**src/rtl/unit_launch_ctl.sv**
```systemverilog
`default_nettype none
// ============================================================================
// Module   : unit_launch_ctl
// Brief    : Staggered reset-release / start sequencer for the unit array.
//            Latches the requested unit count on start, starts units one by
//            one every STAGGER cycles, tracks per-unit completion and drives
//            the aggregate busy back to dispatch.
//            Optional watchdog: define UNIT_LAUNCH_WDOG_EN.
// Revision : 1.0 - initial release
// ============================================================================
module unit_launch_ctl #(
    parameter int NU        = 8,
    parameter int STAGGER   = 2,
    parameter int WDOG_BITS = 20
) (
    input  logic          clk,
    input  logic          reset,
    input  logic          start,
    input  logic          reset_top,
    input  logic [7:0]    num_units,
    output logic          busy,
    output logic [NU-1:0] unit_reset,
    output logic [NU-1:0] unit_start,
    input  logic [NU-1:0] unit_busy,
    output logic          wdog_err
);

    // Elaboration-time range check of the configuration
    if (NU < 1 || NU > 64 || STAGGER < 1 || STAGGER > 15 || WDOG_BITS < 1) begin : g_param_check
        $error("unit_launch_ctl: parameter out of range");
    end

    typedef enum logic [1:0] {
        S_IDLE   = 2'd0,
        S_LAUNCH = 2'd1,
        S_RUN    = 2'd2,
        S_DONE   = 2'd3
    } state_t;

    localparam logic [3:0] C_RELOAD = 4'(STAGGER - 1);

    state_t        state_q, state_d;
    logic [6:0]    n_q, n_d;
    logic [6:0]    idx_q, idx_d;
    logic [3:0]    cnt_q, cnt_d;
    logic [NU-1:0] launched_q, launched_d;
    logic [NU-1:0] active_q, active_d;
    logic [NU-1:0] armed_q, armed_d;
    logic          busy_q, busy_d;
    logic [NU-1:0] unit_reset_q, unit_reset_d;
    logic [NU-1:0] unit_start_q, unit_start_d;
    logic          wdog_err_d;
    logic          wdog_trip;

    logic [6:0]    w_n;
    logic [NU-1:0] w_idx_oh;
    logic [6:0]    w_idx_inc;

    // Effective unit count, clamped to the physical array size
    assign w_n       = (num_units > 8'(NU)) ? 7'(NU) : num_units[6:0];
    assign w_idx_inc = idx_q + 7'd1;

    // One-hot decode of the unit currently being launched
    always_comb begin
        w_idx_oh = '0;
        for (int i = 0; i < NU; i++) begin
            w_idx_oh[i] = (idx_q == 7'(i));
        end
    end

`ifdef UNIT_LAUNCH_WDOG_EN
    localparam logic [WDOG_BITS-1:0] C_WDOG_MAX = '1;

    logic [WDOG_BITS-1:0] wdog_cnt_q, wdog_cnt_d;
    logic [NU-1:0]        bmask_q;
    logic [NU-1:0]        w_bmask;
    logic                 w_change;
    logic                 wdog_err_q;

    assign w_bmask  = unit_busy & launched_q;
    assign w_change = (w_bmask != bmask_q);

    // Watchdog: counts RUN cycles without any busy activity on launched units
    always_comb begin
        wdog_cnt_d = '0;
        wdog_err_d = 1'b0;
        wdog_trip  = 1'b0;
        if (state_q == S_RUN) begin
            if (wdog_cnt_q == C_WDOG_MAX) begin
                wdog_trip  = 1'b1;
                wdog_cnt_d = wdog_cnt_q;
            end else if (w_change) begin
                wdog_cnt_d = '0;
            end else begin
                wdog_cnt_d = wdog_cnt_q + 1'b1;
                // Pulse as the counter reaches saturation; the trip follows
                wdog_err_d = (wdog_cnt_d == C_WDOG_MAX) && !reset_top;
            end
        end
    end

    // Watchdog state registers
    always_ff @(posedge clk) begin
        if (reset) begin
            wdog_cnt_q <= '0;
            bmask_q    <= '0;
            wdog_err_q <= 1'b0;
        end else begin
            wdog_cnt_q <= wdog_cnt_d;
            bmask_q    <= w_bmask;
            wdog_err_q <= wdog_err_d;
        end
    end

    assign wdog_err = wdog_err_q;
`else
    assign wdog_err_d = 1'b0;
    assign wdog_trip  = 1'b0;
    assign wdog_err   = 1'b0;
`endif

    // Next-state and registered-output computation
    always_comb begin
        state_d      = state_q;
        n_d          = n_q;
        idx_d        = idx_q;
        cnt_d        = cnt_q;
        launched_d   = launched_q;
        armed_d      = armed_q | unit_start_q;
        active_d     = active_q & ~(armed_q & ~unit_busy);
        unit_start_d = '0;

        case (state_q)
            S_IDLE: begin
                if (start) begin
                    n_d        = w_n;
                    launched_d = '0;
                    active_d   = '0;
                    armed_d    = '0;
                    idx_d      = '0;
                    cnt_d      = '0;
                    if (w_n == 7'd0) begin
                        state_d = S_DONE;
                    end else begin
                        // Unit 0 launches on the start edge itself so that its
                        // start pulse lands in the cycle right after start.
                        launched_d[0]   = 1'b1;
                        active_d[0]     = 1'b1;
                        unit_start_d[0] = 1'b1;
                        idx_d           = 7'd1;
                        cnt_d           = C_RELOAD;
                        state_d         = (w_n == 7'd1) ? S_RUN : S_LAUNCH;
                    end
                end
            end
            S_LAUNCH: begin
                if (cnt_q == 4'd0) begin
                    launched_d   = launched_d | w_idx_oh;
                    active_d     = active_d | w_idx_oh;
                    unit_start_d = w_idx_oh;
                    cnt_d        = C_RELOAD;
                    idx_d        = w_idx_inc;
                    if (w_idx_inc == n_q) begin
                        state_d = S_RUN;
                    end
                end else begin
                    cnt_d = cnt_q - 4'd1;
                end
            end
            S_RUN: begin
                if (active_d == '0) begin
                    state_d = S_DONE;
                end
            end
            S_DONE: begin
                state_d = S_IDLE;
            end
            default: begin
                state_d = S_IDLE;
            end
        endcase

        // Watchdog expiry: hold every unit in reset and close the job
        if (wdog_trip) begin
            state_d    = S_DONE;
            launched_d = '0;
            active_d   = '0;
            armed_d    = '0;
        end

        // Dispatch going idle mid-job aborts everything
        if (state_q != S_IDLE && reset_top) begin
            state_d      = S_IDLE;
            launched_d   = '0;
            active_d     = '0;
            armed_d      = '0;
            unit_start_d = '0;
        end

        busy_d       = (state_d != S_IDLE);
        unit_reset_d = {NU{reset_top}} | ~launched_d;
    end

    // State and output registers
    always_ff @(posedge clk) begin
        if (reset) begin
            state_q      <= S_IDLE;
            n_q          <= '0;
            idx_q        <= '0;
            cnt_q        <= '0;
            launched_q   <= '0;
            active_q     <= '0;
            armed_q      <= '0;
            busy_q       <= 1'b0;
            unit_reset_q <= '1;
            unit_start_q <= '0;
        end else begin
            state_q      <= state_d;
            n_q          <= n_d;
            idx_q        <= idx_d;
            cnt_q        <= cnt_d;
            launched_q   <= launched_d;
            active_q     <= active_d;
            armed_q      <= armed_d;
            busy_q       <= busy_d;
            unit_reset_q <= unit_reset_d;
            unit_start_q <= unit_start_d;
        end
    end

    assign busy       = busy_q;
    assign unit_reset = unit_reset_q;
    assign unit_start = unit_start_q;

endmodule
`default_nettype wire

```
**config.mk**
```make
export PLATFORM = sky130hd
export DESIGN_NAME = unit_launch_ctl
export DESIGN_NICKNAME = d
export VERILOG_FILES = /design/src/rtl/unit_launch_ctl.sv
export SDC_FILE = /design/constraint.sdc
export NUM_CORES = 1
export LEC_CHECK = 0
export ABC_AREA = 1
export CORE_UTILIZATION = 53
export DETAILED_ROUTE_END_ITERATION = 6
export GPL_TIMING_DRIVEN = 1
export PLACE_DENSITY = 0.74
export SETUP_SLACK_MARGIN = 0.4
export SYNTH_ARGS = -nofsm -noshare
export SYNTH_HDL_FRONTEND = slang
export SYNTH_SLANG_ARGS = --single-unit
```
**constraint.sdc**
```tcl
create_clock -name clk -period 2.3 [get_ports clk]
set_input_delay 0.46 -clock clk [delete_from_list [all_inputs] [get_ports clk]]
set_output_delay 0.46 -clock clk [all_outputs]
set_load 0.03 [all_outputs]
```
==> results of run 1 <==
-- worst paths after layout --
kind                 startpoint             to  cells past startpoint
hold reg to reg      armed_q[6]     armed_q[6]                      2
setup / recovery  unit_start[5]  unit_start[5]                      1
hold / removal       armed_q[6]     armed_q[6]                      2
setup reg to reg       idx_q[0]           busy                     12
-- flip-flops by register name (all words and copies together), names as in the netlist, 2 cells and up --
register	count
active_q	8
unit_start	8
idx_q	7
armed_q	8
unit_reset	8
launched_q	8
cnt_q	4
n_q	7
state_q	2
-- timing repair --
action	in CTS	in global routing
setup endpoints to repair	3	3
hold endpoints to repair	0	0
pin swaps	0	1
gates resized for setup	1	8
hold buffers	0	0
-- logic make-up after synthesis --
group,Yosys count,share of synthesized area (%)
XOR/XNOR,2,0.669
adder cells (fa/ha/maj),6,2.87
AND/OR/NAND/NOR,173,30.4
buffers and inverters,64,10.4
AO/OA/AOI/OAI,43,8.98
other,1,0.143
flip-flops,61,46.6
-- power groups by stage --
stage          Sequential [W]  Clock [W]  Combinational [W]
2_1_floorplan         0.00126          0           0.000543
3_3_place_gp          0.00124          0           0.000765
3_5_place_dp          0.00124          0           0.000776
4_1_cts               0.00122    0.00107           0.000783
5_1_grt               0.00124    0.00112           0.000908
6_report              0.00123    0.00105           0.000803
-- cell usage in the layout, fill, tap and decap left out, types with 5 or more instances in the layout --
cell and n:
nand2_1 74, nor3_1 5, nand4_1 7, o21ai_0 17
nand3_1 28, a21oi_1 16, inv_1 47, nor2_2 5
clkdlybuf4s50_1 36, dfxtp_1 58, nor2_1 40, inv_2 6
clkbuf_8 10
-- metal layers --
layer,global-route usage [%],up-vias,part of all wire (%)
li1,-,1182,-
met1,30.7,1033,49
met2,38.1,38,46
met3,7.36,10,4.0
met4,10.5,0,1.8
met5,0,-,0
-- final cells by class --
type	count	area [sq um]
fill	402	1480
sequential	61	1230
multi-input combinational	225	1150
timing repair buffer	39	383
inverter	53	199
clock buffer	10	138
clock inverter	6	86.3
tap	67	83.8
-- stage by stage --
stage               total power (W)  cell area, sq um  utilization (%)
floorplan                   0.00180              2620                -
global placement            0.00201              3010             63.4
detailed placement          0.00202              3010             63.4
CTS                         0.00307              3240             68.2
global route                0.00327              3270             68.9
finish                      0.00308              3270             68.9
==> results_dict.tcl, run 1 <==
set metrics [dict create \
    outcome "finished, final reports clean" \
    slew_violations 0 \
    grt_usage_pct 24.2 \
    crit_type "reg2out" \
    synth.avg_cell_area_sq_um 7.49 \
    switching_share_pct 32.7 \
    synth-main-ff-cell "dfxtp_1" \
    cap_viol_max_count 0 \
    routed_via_density 4.91 \
    dpl.cell_count 445 \
    insertedDiodeCount 0 \
    synth_cell_types 34 \
    final_hold_viol_count 0 \
    finalWorstSetupSlack_ps 487 \
    vdd_drop_max_uv 770 \
    cp.arrival_ps 1350 \
    synth_top_area_share_pct 46.6 \
    cp_num_buf_inv 1 \
    synthTopCellsByArea "dfxtp_1 47%, nand2_1 11%, inv_1 6.7%" \
    end_kind "primary output" \
    clk_pin_slew_ps 70 \
    synth.most_common_cell "nand2_1" \
    wl_per_cell_microns 12.1 \
    io_buffers 36 \
    ys_ff_latch 61 \
    initial_core_util_pct 55.1 \
    path_delay_family "buffers and inverters" \
    cp.required_ps 1840 \
    dieArea_sq_um 5230 \
    syn_area_sq_um 2620 \
    netSwitchingPower_w 0.00101 \
    h-tree-depth 3 \
    leakage_nw 1.36 \
    fin_cells 461 \
    synth_edf_count 0 \
    grt_pass1_vias 2231 \
    clockBufferDepth 2 \
    path_max_fanout 2 \
    drive_gt1_share_pct 12.2 \
    power.internal_w 0.00208 \
    startpoint_type "flip-flop" \
    cts-buffers-inserted 9 \
    first_pass_iters 4 \
    synth_async_sr_flop_share_pct 0 \
    clkPwrFrac_pct 34.1 \
    antenna_found_initial 0 \
    setup-violations-final 0 \
    drt_iter0_drc 80 \
    cts_setup_buffers 0 \
    hp-class "reg2reg" \
    dp_hpwl_microns 4070 \
    placementRows 25 \
    power_density_nw_per_um2 941 \
    seqPwrFrac_pct 39.8 \
    grt_max_degree 16 \
    fin_hold_ws_ps 472 \
    fin_setup_tns_ps 0 \
    ant_nets 0 \
    synth_nets 376 \
    nNetsFinal 415 \
    die_h_microns 72.3 \
    cts.root.buffer_cell "clkbuf_8" \
    finalCritPeriodShare_pct 78.8 \
    gp_congestion 0.868 \
    combPwrFrac_pct 26.1 \
    timing.critical_path.cells "clkdlybuf4s50_1" \
    coreArea_sq_um 4750 \
    ys_warn_count 0 \
    r2r_slack_ps 620 \
    die_x_microns 72.3 \
    grt_overflow 0 \
    rsz0062_at_grt "no" \
    yosysTopAreaCell "dfxtp_1" \
    clock_latency_ps 340 \
    netlist_instances 350 \
    area_growth_pct 25.0 \
    cts_tree "done" \
    cts_sinks 61 \
    max_freq_mhz 552 \
    grt_pass1_wl_microns 9700 \
    cpPeakStageDelay_ps 670 \
    skew_ps 9.97 \
    num_vias 2263 \
    wirelength_microns 5590 \
    drc_errors 0 \
    slowest_stage "clkdlybuf4s50_1" \
    synth_commonest_cells "74 x nand2_1, 61 x dfxtp_1, 47 x inv_1, 41 x nor2_1, 28 x nand3_1" \
    io_pins 38 \
    pre_cts_ws_ps 307 \
    fin_crit_ps 1810 \
    seq_area_frac_synth_pct 46.6 \
]
Note: power is estimated with default switching activity, not from simulation.
==> inputs of run 2 (changes only) <==
- CORE_UTILIZATION: 53 -> 48
- PLACE_DENSITY: 0.74 -> 0.71
- clock period: 2.3 -> 1.6 ns (I/O delays scaled with it)
==> results_dict.tcl, run 2 (same netlist as run 1, synthesis figures left out) <==
set metrics [dict create \
    initial_core_util_pct 50.7 \
    grt_usage_pct 27.8 \
    final_hold_viol_count 0 \
    die_h_microns 75.9 \
    fin_crit_ps 1570 \
    drt_iter0_drc 102 \
    hold_buffers 0 \
    final_cell_mix "60 x nand2_1, 51 x dfxtp_1, 48 x buf_4" \
    hp-class "in2reg" \
    grtUsageMet1_pct 31.8 \
    cp.required_ps 1850 \
    use_met2_pct 46.4 \
    io_pins 38 \
    cts.root.buffer_cell "clkbuf_8" \
    clkPwrFrac_pct 26.2 \
    path_max_fanout 4 \
    r2r_start "idx_q[1]" \
    place_area_sq_um 3310 \
    cts_tree "done" \
    cts_sinks 61 \
    finalCritPeriodShare_pct 98.3 \
    vdd_drop_max_uv 1060 \
    coreArea_sq_um 5170 \
    io_buffers 36 \
    power_density_nw_per_um2 1310 \
    combPwrFrac_pct 39.2 \
    startpoint_type "flip-flop" \
    cts-buffers-inserted 9 \
    dieArea_sq_um 5760 \
    gp_congestion 0.885 \
    cp.arrival_ps 1820 \
    area_growth_pct 50.6 \
    h-tree-depth 3 \
    met3_usage_pct 9.26 \
    reg2regPathDepth 12 \
    endpoint "busy" \
    clockBufferDepth 2 \
    seqPwrFrac_pct 34.6 \
    clock_latency_ps 350 \
    grt_most_used_layer "met2" \
    wirelength_microns 7350 \
    cap_viol_max_count 0 \
    antenna_found_initial 0 \
    critical_path.reg2reg.endpoint "busy" \
    clk_pin_slew_ps 70 \
    drc_errors 0 \
    die_x_microns 75.9 \
    switching_share_pct 35.8 \
    outcome "finished, final reports clean" \
    fill_cells 372 \
    fin_area_sq_um 3950 \
    insertedDiodeCount 0 \
    drive_gt1_share_pct 39.2 \
    crit_type "reg2reg" \
    placementRows 26 \
    grt_overflow 0 \
    startpoint "idx_q[1]" \
    num_vias 2612 \
    grt_max_degree 16 \
    ant_nets 0 \
    final_common_cell "nand2_1" \
    grt_pass1_wl_microns 11300 \
    nNetsFinal 470 \
    slew_violations 0 \
    wl_per_cell_microns 14.2 \
    dp_hpwl_microns 4540 \
    max_freq_mhz 636 \
    leakage_nw 1.71 \
    setup-violations-final 0 \
    netSwitchingPower_w 0.00185 \
    grt_pass1_vias 2486 \
    power.internal_w 0.00332 \
    rsz0062_at_grt "yes" \
    skew_ps 9.50 \
    r2r_slack_ps 30 \
    first_pass_iters 4 \
    routed_via_density 5.03 \
    fin_cells 519 \
    end_kind "flip-flop" \
    dpl.cell_count 477 \
]
run 2: how the worst min path moves through the flow:
stage | start | endpoint | slack (ps) | cells after the start
after floorplan | n_q[4] | n_q[4] | 440 | 2
after global placement | n_q[4] | n_q[4] | 450 | 2
after detailed placement | n_q[4] | n_q[4] | 450 | 2
after CTS | num_units[1] | n_q[1] | 360 | 3
after global routing | num_units[1] | n_q[1] | 400 | 3
final | num_units[1] | n_q[1] | 400 | 3
run 2: through the flow:
| step | setup slack (ps) | util, % | TNS (ps) | power [W] | hold slack (ps) |
|---|---|---|---|---|---|
| finish | 26.8 | 76.3 | 0 | 0.00517 | 401 |
| floorplan | 115 | - | 0 | 0.00269 | 439 |
| global route | -130 | 76.3 | -245 | 0.00543 | 401 |
| detailed placement | -119 | 63.9 | -622 | 0.00317 | 453 |
| CTS | 91.2 | 73.6 | 0 | 0.00496 | 365 |
| global placement | -74.0 | 63.9 | -432 | 0.00316 | 452 |
run 2: routing by layer:
layer	wire (microns)	share of wire [%]
met1	2950	40
met2	3740	51
met3	463	6.3
met4	190	2.6
met5	0	0
run 2: power groups by stage:
stage | Sequential, W | Combinational, W | Clock (W)
global placement | 0.00179 | 0.00136 | 0
floorplan | 0.00183 | 0.000868 | 0
finish | 0.00179 | 0.00203 | 0.00135
detailed placement | 0.00179 | 0.00138 | 0
CTS | 0.00177 | 0.00180 | 0.00139
global route | 0.00180 | 0.00218 | 0.00145
run 2: critical path: stages (launching register included):
cell	delay [ps]
dfxtp_4	390
inv_4	50
ha_4	280
xnor2_2	100
nand2_1	70
nor2_1	90
nand2_1	70
nor2_2	100
nand2_1	70
nand2_1	70
nand2_1	60
nand2_1	80
nand2_1	50
run 2: area by class of cell:
type / count / area (sq um) / area share (%)
inverter: 53 / 216 / 5.49
sequential: 61 / 1240 / 31.5
timing repair buffer: 94 / 841 / 21.3
multi-input combinational: 225 / 1370 / 34.7
tap: 70 / 87.6 / 2.22
clock buffer: 12 / 145 / 3.68
clock inverter: 4 / 46.3 / 1.17
run 2: what timing repair did:
| item | 4_1_cts | 5_1_grt |
|---|---|---|
| gates cloned | 1 | 0 |
| buffers inserted | 19 | 6 |
| endpoints found under the setup margin | 70 | 68 |
| pin swaps | 23 | 8 |
| resized for setup | 163 | 44 |
| endpoints found under the hold margin | 0 | 0 |
==> inputs of run 3 (changes only) <==
- CTS_CLUSTER_DIAMETER: not set -> 80
- TNS_END_PERCENT: not set -> 30
==> results_dict.tcl, run 3 (same netlist as run 1, synthesis figures left out) <==
set metrics [dict create \
    startpoint_type "flip-flop" \
    finalCritPeriodShare_pct 98.7 \
    antenna_found_initial 0 \
    cap_viol_max_count 0 \
    grt_usage_pct 25.0 \
    cts_sinks 61 \
    placementRows 26 \
    num_vias 2550 \
    vdd_drop_max_uv 880 \
    insertedDiodeCount 0 \
    initial_core_util_pct 50.7 \
    path_max_fanout 3 \
    dieArea_sq_um 5760 \
    grt_overflow 0 \
    crit_type "reg2reg" \
    power_density_nw_per_um2 1380 \
    io_buffers 36 \
    cp.arrival_ps 1810 \
    outcome "finished, final reports clean" \
    nNetsFinal 462 \
    grt_max_degree 16 \
    max_freq_mhz 633 \
    timing.critical_path.cells "inv_2 > ha_4 > nand2_4 > nor2_4 > buf_6 > nand4_1 > nor3_2 > a31o_2 > nand2_1" \
    cp.required_ps 1830 \
    ant_nets 0 \
    fill_cells 391 \
    rsz0062_at_grt "yes" \
    clk_pin_slew_ps 70 \
    cts_tree "done" \
    hold_buffers 0 \
    slew_violations 0 \
    io_pins 38 \
    cpPeakStageDelay_ps 330 \
    seq_area_sq_um 1240 \
    setup-violations-final 0 \
    grt_most_used_layer "met2" \
    multi_input_area_sq_um 1320 \
    clock_latency_ps 350 \
    met3_usage_pct 6.88 \
    end_kind "flip-flop" \
    coreArea_sq_um 5170 \
    finalPower_w 0.00522 \
    final_hold_viol_count 0 \
    cts-buffers-inserted 9 \
    routed_via_density 4.99 \
    drive_gt1_share_pct 36.3 \
    dp_hpwl_microns 4480 \
    hp-class "reg2reg" \
    h-tree-depth 3 \
    slowest_stage "dfxtp_2" \
    fin_crit_ps 1580 \
    fin_setup_tns_ps 0 \
    clockBufferDepth 2 \
    grt_pass1_vias 2279 \
    skew_ps 11.0 \
    gp_congestion 0.799 \
    die_h_microns 75.9 \
    drc_errors 0 \
    leakage_nw 1.63 \
    die_x_microns 75.9 \
    use_met2_pct 41.6 \
    cts.root.buffer_cell "clkbuf_8" \
    area_growth_pct 45.0 \
    wirelength_microns 6800 \
    final_common_cell "nand2_1" \
    grtUsageMet1_pct 31.1 \
    drt_iter0_drc 116 \
    wl_per_cell_microns 13.3 \
    final_cell_mix "61 x nand2_1, 52 x dfxtp_1, 52 x buf_4" \
    grt_pass1_wl_microns 10400 \
    first_pass_iters 4 \
]
-- run 3: cell type report --
type | instances | area share, %
multi-input combinational | 225 | 34.7
sequential | 61 | 32.6
timing repair buffer | 86 | 19.2
inverter | 53 | 5.50
clock buffer | 10 | 3.36
clock inverter | 6 | 2.31
tap | 70 | 2.31
-- run 3: timing repair --
action,4_1_cts,5_1_grt
buffers inserted,7,7
endpoints found under the setup margin,75,70
gates resized for setup,103,71
pin swaps,3,26
-- run 3: worst max-delay path: cells and delay by family (launching register included) --
kind,cells,cell delay [ps]
buffers and inverters,2,190
adder cells (fa/ha/maj),1,140
AO/OA/AOI/OAI,1,160
flip-flops,1,330
AND/OR/NAND/NOR,5,630
-- run 3: worst paths after layout --
kind,start,endpoint,slack (ps),cells after the start
worst max register to register,cnt_q[0],unit_reset[3],20,9
worst max-delay path,cnt_q[0],unit_reset[3],20,9
worst min-delay path,n_q[5],n_q[5],470,2
worst min register to register,n_q[5],n_q[5],470,2
-- run 3: per-stage QoR --
step | worst slack, ps | hold WS [ps] | cell area [sq um] | util (%) | std cells
finish | 21.2 | 471 | 3800 | 73.4 | 511
global placement | -88.7 | 455 | 3330 | 64.3 | 481
CTS | 48.3 | 472 | 3580 | 69.2 | 504
detailed placement | -160 | 462 | 3330 | 64.3 | 481
global route | -56.2 | 491 | 3800 | 73.4 | 511
floorplan | 115 | 439 | 2680 | - | 350
-- run 3: per-layer routing --
layer  part of all wire (%)  vias to the layer above
met5                      0                        -
met4                    1.5                        0
met3                    4.4                        9
met2                     51                       55
met1                     43                     1214
li1                       -                     1272
-- run 3: where the power goes --
group / switching [W] / total, W / internal [W]
sequential: 0.000116 / 0.00178 / 0.00166
clock: 0.000633 / 0.00151 / 0.000877
combinational: 0.00105 / 0.00194 / 0.000881
